[src/rtl/gp_reg_arbiter.sv]
// rtl/gp_reg_arbiter.sv - two-master round-robin arbiter in front of one register slave
module gp_reg_arbiter #(
  parameter int ADDR_W = 10,
  parameter int DATA_W = 32
) (
  input  logic              clk,
  input  logic              rst_n,

  input  logic              m0_read,
  input  logic              m0_write,
  input  logic [ADDR_W-1:0] m0_address,
  input  logic [DATA_W-1:0] m0_write_data,
  output logic              m0_waitrequest,
  output logic [DATA_W-1:0] m0_read_data,
  output logic              m0_readdatavalid,

  input  logic              m1_read,
  input  logic              m1_write,
  input  logic [ADDR_W-1:0] m1_address,
  input  logic [DATA_W-1:0] m1_write_data,
  output logic              m1_waitrequest,
  output logic [DATA_W-1:0] m1_read_data,
  output logic              m1_readdatavalid,

  output logic              s_read,
  output logic              s_write,
  output logic [ADDR_W-1:0] s_address,
  output logic [DATA_W-1:0] s_write_data,
  input  logic [DATA_W-1:0] s_read_data
);

  typedef enum logic [1:0] {
    IDLE  = 2'd0,
    ISSUE = 2'd1,
    RWAIT = 2'd2
  } state_t;

  state_t state, state_nxt;
  logic   grant, grant_nxt;
  logic   last, last_nxt;

  logic              req0, req1;
  logic              g_read, g_write, g_eff_read;
  logic [ADDR_W-1:0] g_address;
  logic [DATA_W-1:0] g_write_data;

  assign req0 = m0_read | m0_write;
  assign req1 = m1_read | m1_write;

  assign g_read       = grant ? m1_read       : m0_read;
  assign g_write      = grant ? m1_write      : m0_write;
  assign g_address    = grant ? m1_address    : m0_address;
  assign g_write_data = grant ? m1_write_data : m0_write_data;
  // A simultaneous read+write is treated as a write; the read half is dropped.
  assign g_eff_read   = g_read & ~g_write;

  always_ff @(posedge clk or negedge rst_n) begin
    if (!rst_n) begin
      state <= IDLE;
      grant <= 1'b0;
      last  <= 1'b1;
    end else begin
      state <= state_nxt;
      grant <= grant_nxt;
      last  <= last_nxt;
    end
  end

  always_comb begin
    state_nxt    = state;
    grant_nxt    = grant;
    last_nxt     = last;
    s_read       = 1'b0;
    s_write      = 1'b0;
    s_address    = '0;
    s_write_data = '0;
    case (state)
      IDLE: begin
        if (req0 && req1) begin
          grant_nxt = ~last;
          state_nxt = ISSUE;
        end else if (req0) begin
          grant_nxt = 1'b0;
          state_nxt = ISSUE;
        end else if (req1) begin
          grant_nxt = 1'b1;
          state_nxt = ISSUE;
        end
      end
      ISSUE: begin
        s_write      = g_write;
        s_read       = g_eff_read;
        s_address    = g_address;
        s_write_data = g_write_data;
        last_nxt     = grant;
        // A master that withdrew its request simply falls back to IDLE.
        state_nxt    = g_eff_read ? RWAIT : IDLE;
      end
      RWAIT: begin
        state_nxt = IDLE;
      end
      default: begin
        state_nxt = IDLE;
      end
    endcase
  end

  assign m0_waitrequest   = ~((state == ISSUE) && (grant == 1'b0));
  assign m1_waitrequest   = ~((state == ISSUE) && (grant == 1'b1));
  assign m0_readdatavalid = (state == RWAIT) && (grant == 1'b0);
  assign m1_readdatavalid = (state == RWAIT) && (grant == 1'b1);

  assign m0_read_data = s_read_data;
  assign m1_read_data = s_read_data;

endmodule

[config.mk]
export PLATFORM = sky130hd
export DESIGN_NAME = gp_reg_arbiter
export DESIGN_NICKNAME = d
export VERILOG_FILES = /design/src/rtl/gp_reg_arbiter.sv
export SDC_FILE = /design/constraint.sdc
export NUM_CORES = 1
export LEC_CHECK = 0
export CELL_PAD_IN_SITES_DETAIL_PLACEMENT = 0
export CELL_PAD_IN_SITES_GLOBAL_PLACEMENT = 1
export CORE_ASPECT_RATIO = 0.75
export CORE_MARGIN = 1.5
export CORE_UTILIZATION = 12
export DETAILED_ROUTE_END_ITERATION = 6
export HOLD_SLACK_MARGIN = 0.15
export PLACE_DENSITY = 0.8
export SKIP_CTS_REPAIR_TIMING = 1
export SLEW_MARGIN = 10
export SYNTH_ARGS = -nofsm -noshare
export SYNTH_HDL_FRONTEND = slang
export SYNTH_SLANG_ARGS = --single-unit
export TNS_END_PERCENT = 1
[constraint.sdc]
create_clock -name clk -period 2.1 [get_ports clk]
set_clock_uncertainty 0.2 [all_clocks]
set_input_delay 0.42 -clock clk [delete_from_list [all_inputs] [get_ports clk]]
set_output_delay 0.42 -clock clk [all_outputs]
set_load 0.01 [all_outputs]
# == Word level (Yosys, flattened, before mapping) ==
# Cells that the tools add are included.
# op_classes
n_eq_ne,3
muxes,16
n_reduce_logical,8
n_bitwise,8
# ops
op,n
two-way mux 32 bit,2
two-way mux 10 bit,2
two-way mux 2 bit,4
two-way mux 1 bit,7
logical AND 1 bit,5
inverter 1 bit,5
!= test 4 bit (second input constant),1
one-hot mux 2 bit (2 select lines),1
nonzero test 3 bit,1
== test 2 x 1 -> 1 bit (second input constant),1
== test 2 bit (second input constant),1
logical NOT 2 bit,1
OR 1 bit,2
AND reduction 2 bit,1
AND 1 bit,1
# totals
ff_bits,4
wordCells,38
input_bits,122

# == Depth between registers and ports, before layout ==
# Gate-level depths: netlist (run 1).
# logic_depth
word_depth,5
depth_mapped,5
depth_no_buf,3

# == Worst setup path before layout (run 1) ==
# OpenSTA, ideal clock, no wires.
# synth_path
kind,reg2out
from,register grant
to,output port s_read
n_path_buf,2
slack_ps,356
stages_incl_launch_ff,5
arrival_time_ps,1124
cell_sequence,dfrtp_1 > buf_6 > buf_6 > o32a_1 > nor2_1
# synth_via
elab_chain_len,4
elab_cells_between_ends,5
cone_classes,mux (3); bitwise (2)
# synth_lines
item,line,text
"start, declared",39,"logic grant, grant_nxt;"
"start signal, assigned",64,grant <= grant_nxt;
two-way mux 1 bit,51,assign g_write = grant ? m1_write : m0_write;
inverter 1 bit,55,assign g_eff_read = g_read & ~g_write;
AND 1 bit *,55,
two-way mux 1 bit *,77,case (state)
"end, declared",25,"output logic s_read,"
# Mark *: on every way between the ends. The rest lies on a longest branch, timed or not.

# == Worst setup path in the final report (run 1) ==
# layout_path
from,register grant
to,output port s_write_data[31]
# layout_via
elab_chain_len,2
# layout_lines
item,line,text
two-way mux 32 bit,53,assign g_write_data = grant ? m1_write_data : m0_write_data;
two-way mux 32 bit,77,
"end, declared",28,"output logic [DATA_W-1:0] s_write_data,"
# Every way passes these cells.

==> results of run 1 <==
worst paths after layout:
kind | startpoint | end | slack, ns
max | grant$_DFFE_PN0P_ | s_write_data[31] | -0.21
min | rst_n | state[0]$_DFFE_PN0P_ | 0.20
max reg2reg | state[0]$_DFFE_PN0P_ | grant$_DFFE_PN0P_ | 0.82
min reg2reg | last$_DFFE_PN1N_ | last$_DFFE_PN1N_ | 0.25
max in group asynchronous | rst_n | last$_DFFE_PN1N_ | 1.27
min in group clk | last$_DFFE_PN1N_ | last$_DFFE_PN1N_ | 0.25
flip-flops by register name (all words and copies together) (netlist names):
| signal | cells |
|---|---|
| grant | 1 |
| state | 2 |
| last | 1 |
metal layers:
metal	global-route usage	vias to the layer above	routed length, µm
li1	-	688	-
met1	0.0776	608	1920
met2	0.107	82	2250
met3	0.0323	4	498
met4	0.0114	0	17
met5	0	-	0
report_power, final:
group          internal [mW]  switching [mW]  leakage (nW)
Clock                  0.251          0.0564        0.0382
Sequential             0.121          0.0410        0.0466
Combinational           1.19           0.955          1.58
Total                   1.56            1.05          1.67
stage by stage:
step	utilization	instance area, µm²	instances
final	0.242	2650	401
after global routing	0.242	2650	401
after CTS	0.232	2530	401
after detailed placement	0.224	2450	397
after global placement	0.224	2450	397
after floorplan	-	1350	185
cell type report:
type                    instances  share of cell area
repair buffers                147               0.596
inverters                       1             0.00142
clock buffers                   4              0.0298
well taps                     140              0.0662
multi-input cells             105               0.268
flip-flops and latches          4              0.0388
cell families after synthesis:
| kind of cell | count (synthesis) | synth area share |
|---|---|---|
| buf+inv | 76 | 0.408 |
| simple gates | 57 | 0.172 |
| mux | 43 | 0.318 |
| compound gates | 5 | 0.0268 |
| flops | 4 | 0.0749 |
worst max-delay path: stages, from the launching register on:
cell and delay, ns:
dfrtp_2 0.41, buf_12 0.25, mux2i_1 0.24, nor2_1 0.06, clkdlybuf4s50_1 0.48
layout by cell type (no fill, tap or decap), types with 2 or more instances in the layout:
cell             count
o21ai_0              2
clkdlybuf4s50_1     93
dfrtp_1              2
buf_4                7
dlymetal6s2s_1      43
mux2i_1             43
nor2_1              47
nand2_1              3
buf_12               2
clkbuf_16            3
==> impl_metrics.yaml, run 1 <==
routing:
  vias_per_cell: 3.45
  drt_iter0_markers: 23
  drcViolationCount: 0
  wl_mm: 4.69
  wl_per_cell_um: 11.7
  vias: 1382
  detail-route-antenna-nets: 0
  first_pass_iters: 4
layout:
  synthToLayoutAreaGrowth_pct: 95.6
  diodes: 0
  seq_area_um2: 103
  multiInputGateArea_um2: 709
  fin_nets: 384
  fillerInstances: 1167
  drive_gt1_frac: 0.0690
synthesis:
  yosys-top-cells-count: "65 x buf_4, 48 x nor2_1, 43 x mux2i_1"
  ys_warn_count: 0
  ys_ff_latch: 4
  synth_edf_count: 0
  synthFlopType: "dfrtp_1"
  synth_area_um2: 1350
  syn_area_per_cell_um2: 7.32
  syn_nets: 307
  ys_types: 20
  yosysSeqAreaShare: 0.0749
  syn_inst: 185
  async_flop_share: 1.00
  yosys.area.top_type: "buf_4"
  synth_top_area_share: 0.360
  synthTopCellsByArea: "buf_4 36%, mux2i_1 32%, nor2_1 13%, dfrtp_1 5.5%, buf_2 2.6%"
  yosysMostFrequentCell: "buf_4"
timing:
  fin_crit_sh: 1.10
  setup_ws_ns: -0.211
  finalSetupViolCount: 5
  tns_ns: -0.830
  whs_ns: 0.197
  slew-limit-headroom: 0.831
  rsz0062_at_grt: "true"
  worstMarginPinSlew_ns: 0.254
  final-hold-violation-count: 0
  period_minus_slack_ns: 2.31
  max_freq_mhz: 433
  maxSlewViolCount: 0
setup_path:
  cp_data_arrival_time_ns: 1.69
  endpoint_kind: "output port"
  worstSetupPathType: "reg2out"
  startpoint_type: "flop"
  worstPathRequired_ns: 1.48
  cp_max_fo: 35
  reg2reg_depth: 4
floorplanning:
  initial_utilization: 0.124
  die_height_um: 95.0
  io_pins: 234
  die-area_um2: 11900
  core_um2: 10900
  fp.dieW_um: 126
  rows: 33
clocking:
  clkTransAtPathRegs_ns: 0.03
  worstSkewPairLatency_ns: 0.22
  cts_buffers: 3
  htreeDepth: 1
  clockRootBuffer: "clkbuf_16"
  cts_num_sinks: 4
  clk_path_buf_depth: 2
  cts_tree: "built"
global_routing:
  grt_antenna_before_repair: 0
  grt_usage: 0.0650
  grt_max_degree: 36
  grt_pass1_vias: 1286
  grt_pass1_wl_mm: 6.34
  grt_overflow: 0
power:
  p_per_area_nw_per_um2: 987
  irDropWorstVdd_uv: 421
  p_leak_nw: 1.67
  finalPower_mw: 2.61
placement:
  place_hpwl_mm: 3.84
  place_ws_ns: -0.552
  port_buffers: 137
  gp_congestion: 0.738
status:
  status: "complete, but fails checks"
  violations: "negative setup slack"
min_path:
  hold_class: "in2async"
flow_run:
  drv_cap: 0
Note: power is estimated with default switching activity, not from simulation.
==> inputs of run 2 (changes only) <==
- PLACE_DENSITY: 0.8 -> not set
- PLACE_DENSITY_LB_ADDON: not set -> 0.1
==> impl_metrics.yaml, run 2 (synthesized netlist as in run 1, its figures left out) <==
status:
  status: "complete, but fails checks"
  violations: "negative setup slack"
layout:
  diodes: 0
  fin_nets: 385
  final_cells: 402
  layout.cells.most_common: "clkdlybuf4s50_1"
  largest_reg_flops: 2
  top_regs: "state (2), grant (1), last (1)"
  fin_util: 0.245
  final_cell_mix: "92 x clkdlybuf4s50_1, 48 x nor2_1, 44 x dlymetal6s2s_1"
  drive_gt1_frac: 0.0687
  largest_register: "state"
  synthToLayoutAreaGrowth_pct: 97.7
  fillerInstances: 1191
timing:
  slew-limit-headroom: 0.858
  final-hold-violation-count: 0
  maxSlewViolCount: 0
  finalSetupViolCount: 4
  rsz0062_at_grt: "true"
  max_freq_mhz: 438
  setup_ws_ns: -0.184
  worstMarginPinSlew_ns: 0.213
  period_minus_slack_ns: 2.28
  fin_crit_sh: 1.09
clocking:
  htreeDepth: 1
  cts_buffers: 3
  worstSkewPairLatency_ns: 0.23
  cts_num_sinks: 4
  cts_tree: "built"
  clockRootBuffer: "clkbuf_16"
  clkTransAtPathRegs_ns: 0.03
  clk_path_buf_depth: 2
routing:
  wl_per_cell_um: 12.8
  vias_per_cell: 3.54
  first_pass_iters: 4
  drcViolationCount: 0
  detail-route-antenna-nets: 0
  wl_mm: 5.16
  vias: 1424
  drt_iter0_markers: 17
global_routing:
  grt_usage: 0.0781
  grt_pass1_wl_mm: 7.40
  grt_overflow: 0
  grt_pass1_vias: 1417
  grt_max_degree: 38
  grt_antenna_before_repair: 0
setup_path:
  endpoint_kind: "output port"
  worst_path_dominant_cell_family: "buffers and inverters"
  worstPathRequired_ns: 1.48
  cp_data_arrival_time_ns: 1.66
  worstSetupPathType: "reg2out"
  crit-reg2reg-launch: "grant$_DFFE_PN0P_"
  reg2reg_depth: 3
  max_stage_delay_ns: 0.47
  path_cells: "buf_12 -> mux2i_1 -> nor2_1 -> clkdlybuf4s50_1"
  cp_max_fo: 18
  crit_buf_inv: 2
  startpoint_type: "flop"
  reg2reg_slack_ns: 0.72
  slowest_stage: "dfrtp_2"
  worstReg2RegEnd: "state[1]$_DFFE_PN0P_"
floorplanning:
  die_height_um: 95.0
  initial_utilization: 0.124
  fp.dieW_um: 126
  core_um2: 10900
  io_pins: 234
  die-area_um2: 11900
  rows: 33
min_path:
  hold_class: "in2async"
placement:
  place_hpwl_mm: 3.88
  gp_congestion: 0.641
  port_buffers: 137
  dp.cells: 396
power:
  p_per_area_nw_per_um2: 1010
  irDropWorstVdd_uv: 736
  p_leak_nw: 1.70
flow_run:
  drv_cap: 0
## run 2: cell type report
type | instances | area (µm²) | area share
Clock buffer | 4 | 78.8 | 0.0295
Sequential cell | 4 | 103 | 0.0383
Tap cell | 140 | 175 | 0.0655
Inverter | 1 | 3.75 | 0.00140
Multi-Input combinational cell | 105 | 702 | 0.262
Timing Repair Buffer | 148 | 1610 | 0.603
## run 2: per-layer routing
| metal | vias to the layer above | track usage | routed length [µm] |
|---|---|---|---|
| met5 | - | 0 | 0 |
| met4 | 0 | 0.0208 | 53 |
| met3 | 10 | 0.0261 | 467 |
| met2 | 90 | 0.130 | 2240 |
| met1 | 635 | 0.0971 | 2400 |
| li1 | 689 | - | - |
## run 2: where the power goes
group          switching [mW]  internal [mW]  total (mW)
Clock                  0.0574          0.251       0.309
Combinational           0.993           1.24        2.23
Sequential             0.0475          0.121       0.169
Total                    1.10           1.61        2.71
## run 2: per-stage QoR
step | area, µm² | worst slack (ns) | hold slack [ns] | power (mW) | setup TNS (ns)
final | 2680 | -0.184 | 0.197 | 2.71 | -0.467
after global routing | 2680 | -0.327 | 0.209 | 2.93 | -0.868
after CTS | 2540 | -0.435 | 0.206 | 2.80 | -10.33
after detailed placement | 2460 | -0.422 | 0.254 | 2.48 | -4.64
after global placement | 2460 | -0.421 | 0.253 | 2.51 | -4.66
after floorplan | 1350 | 0.356 | -0.0756 | 1.39 | 0
## run 2: how the worst max path moves through the flow
stage,startpoint,to,depth (start not counted)
global route,grant$_DFFE_PN0P_,s_write_data[9],4
finish,grant$_DFFE_PN0P_,s_write_data[9],4
global placement,m0_read,s_read,5
CTS,m0_read,s_read,5
floorplan,grant$_DFFE_PN0P_,s_read,4
detailed placement,m0_read,s_read,5
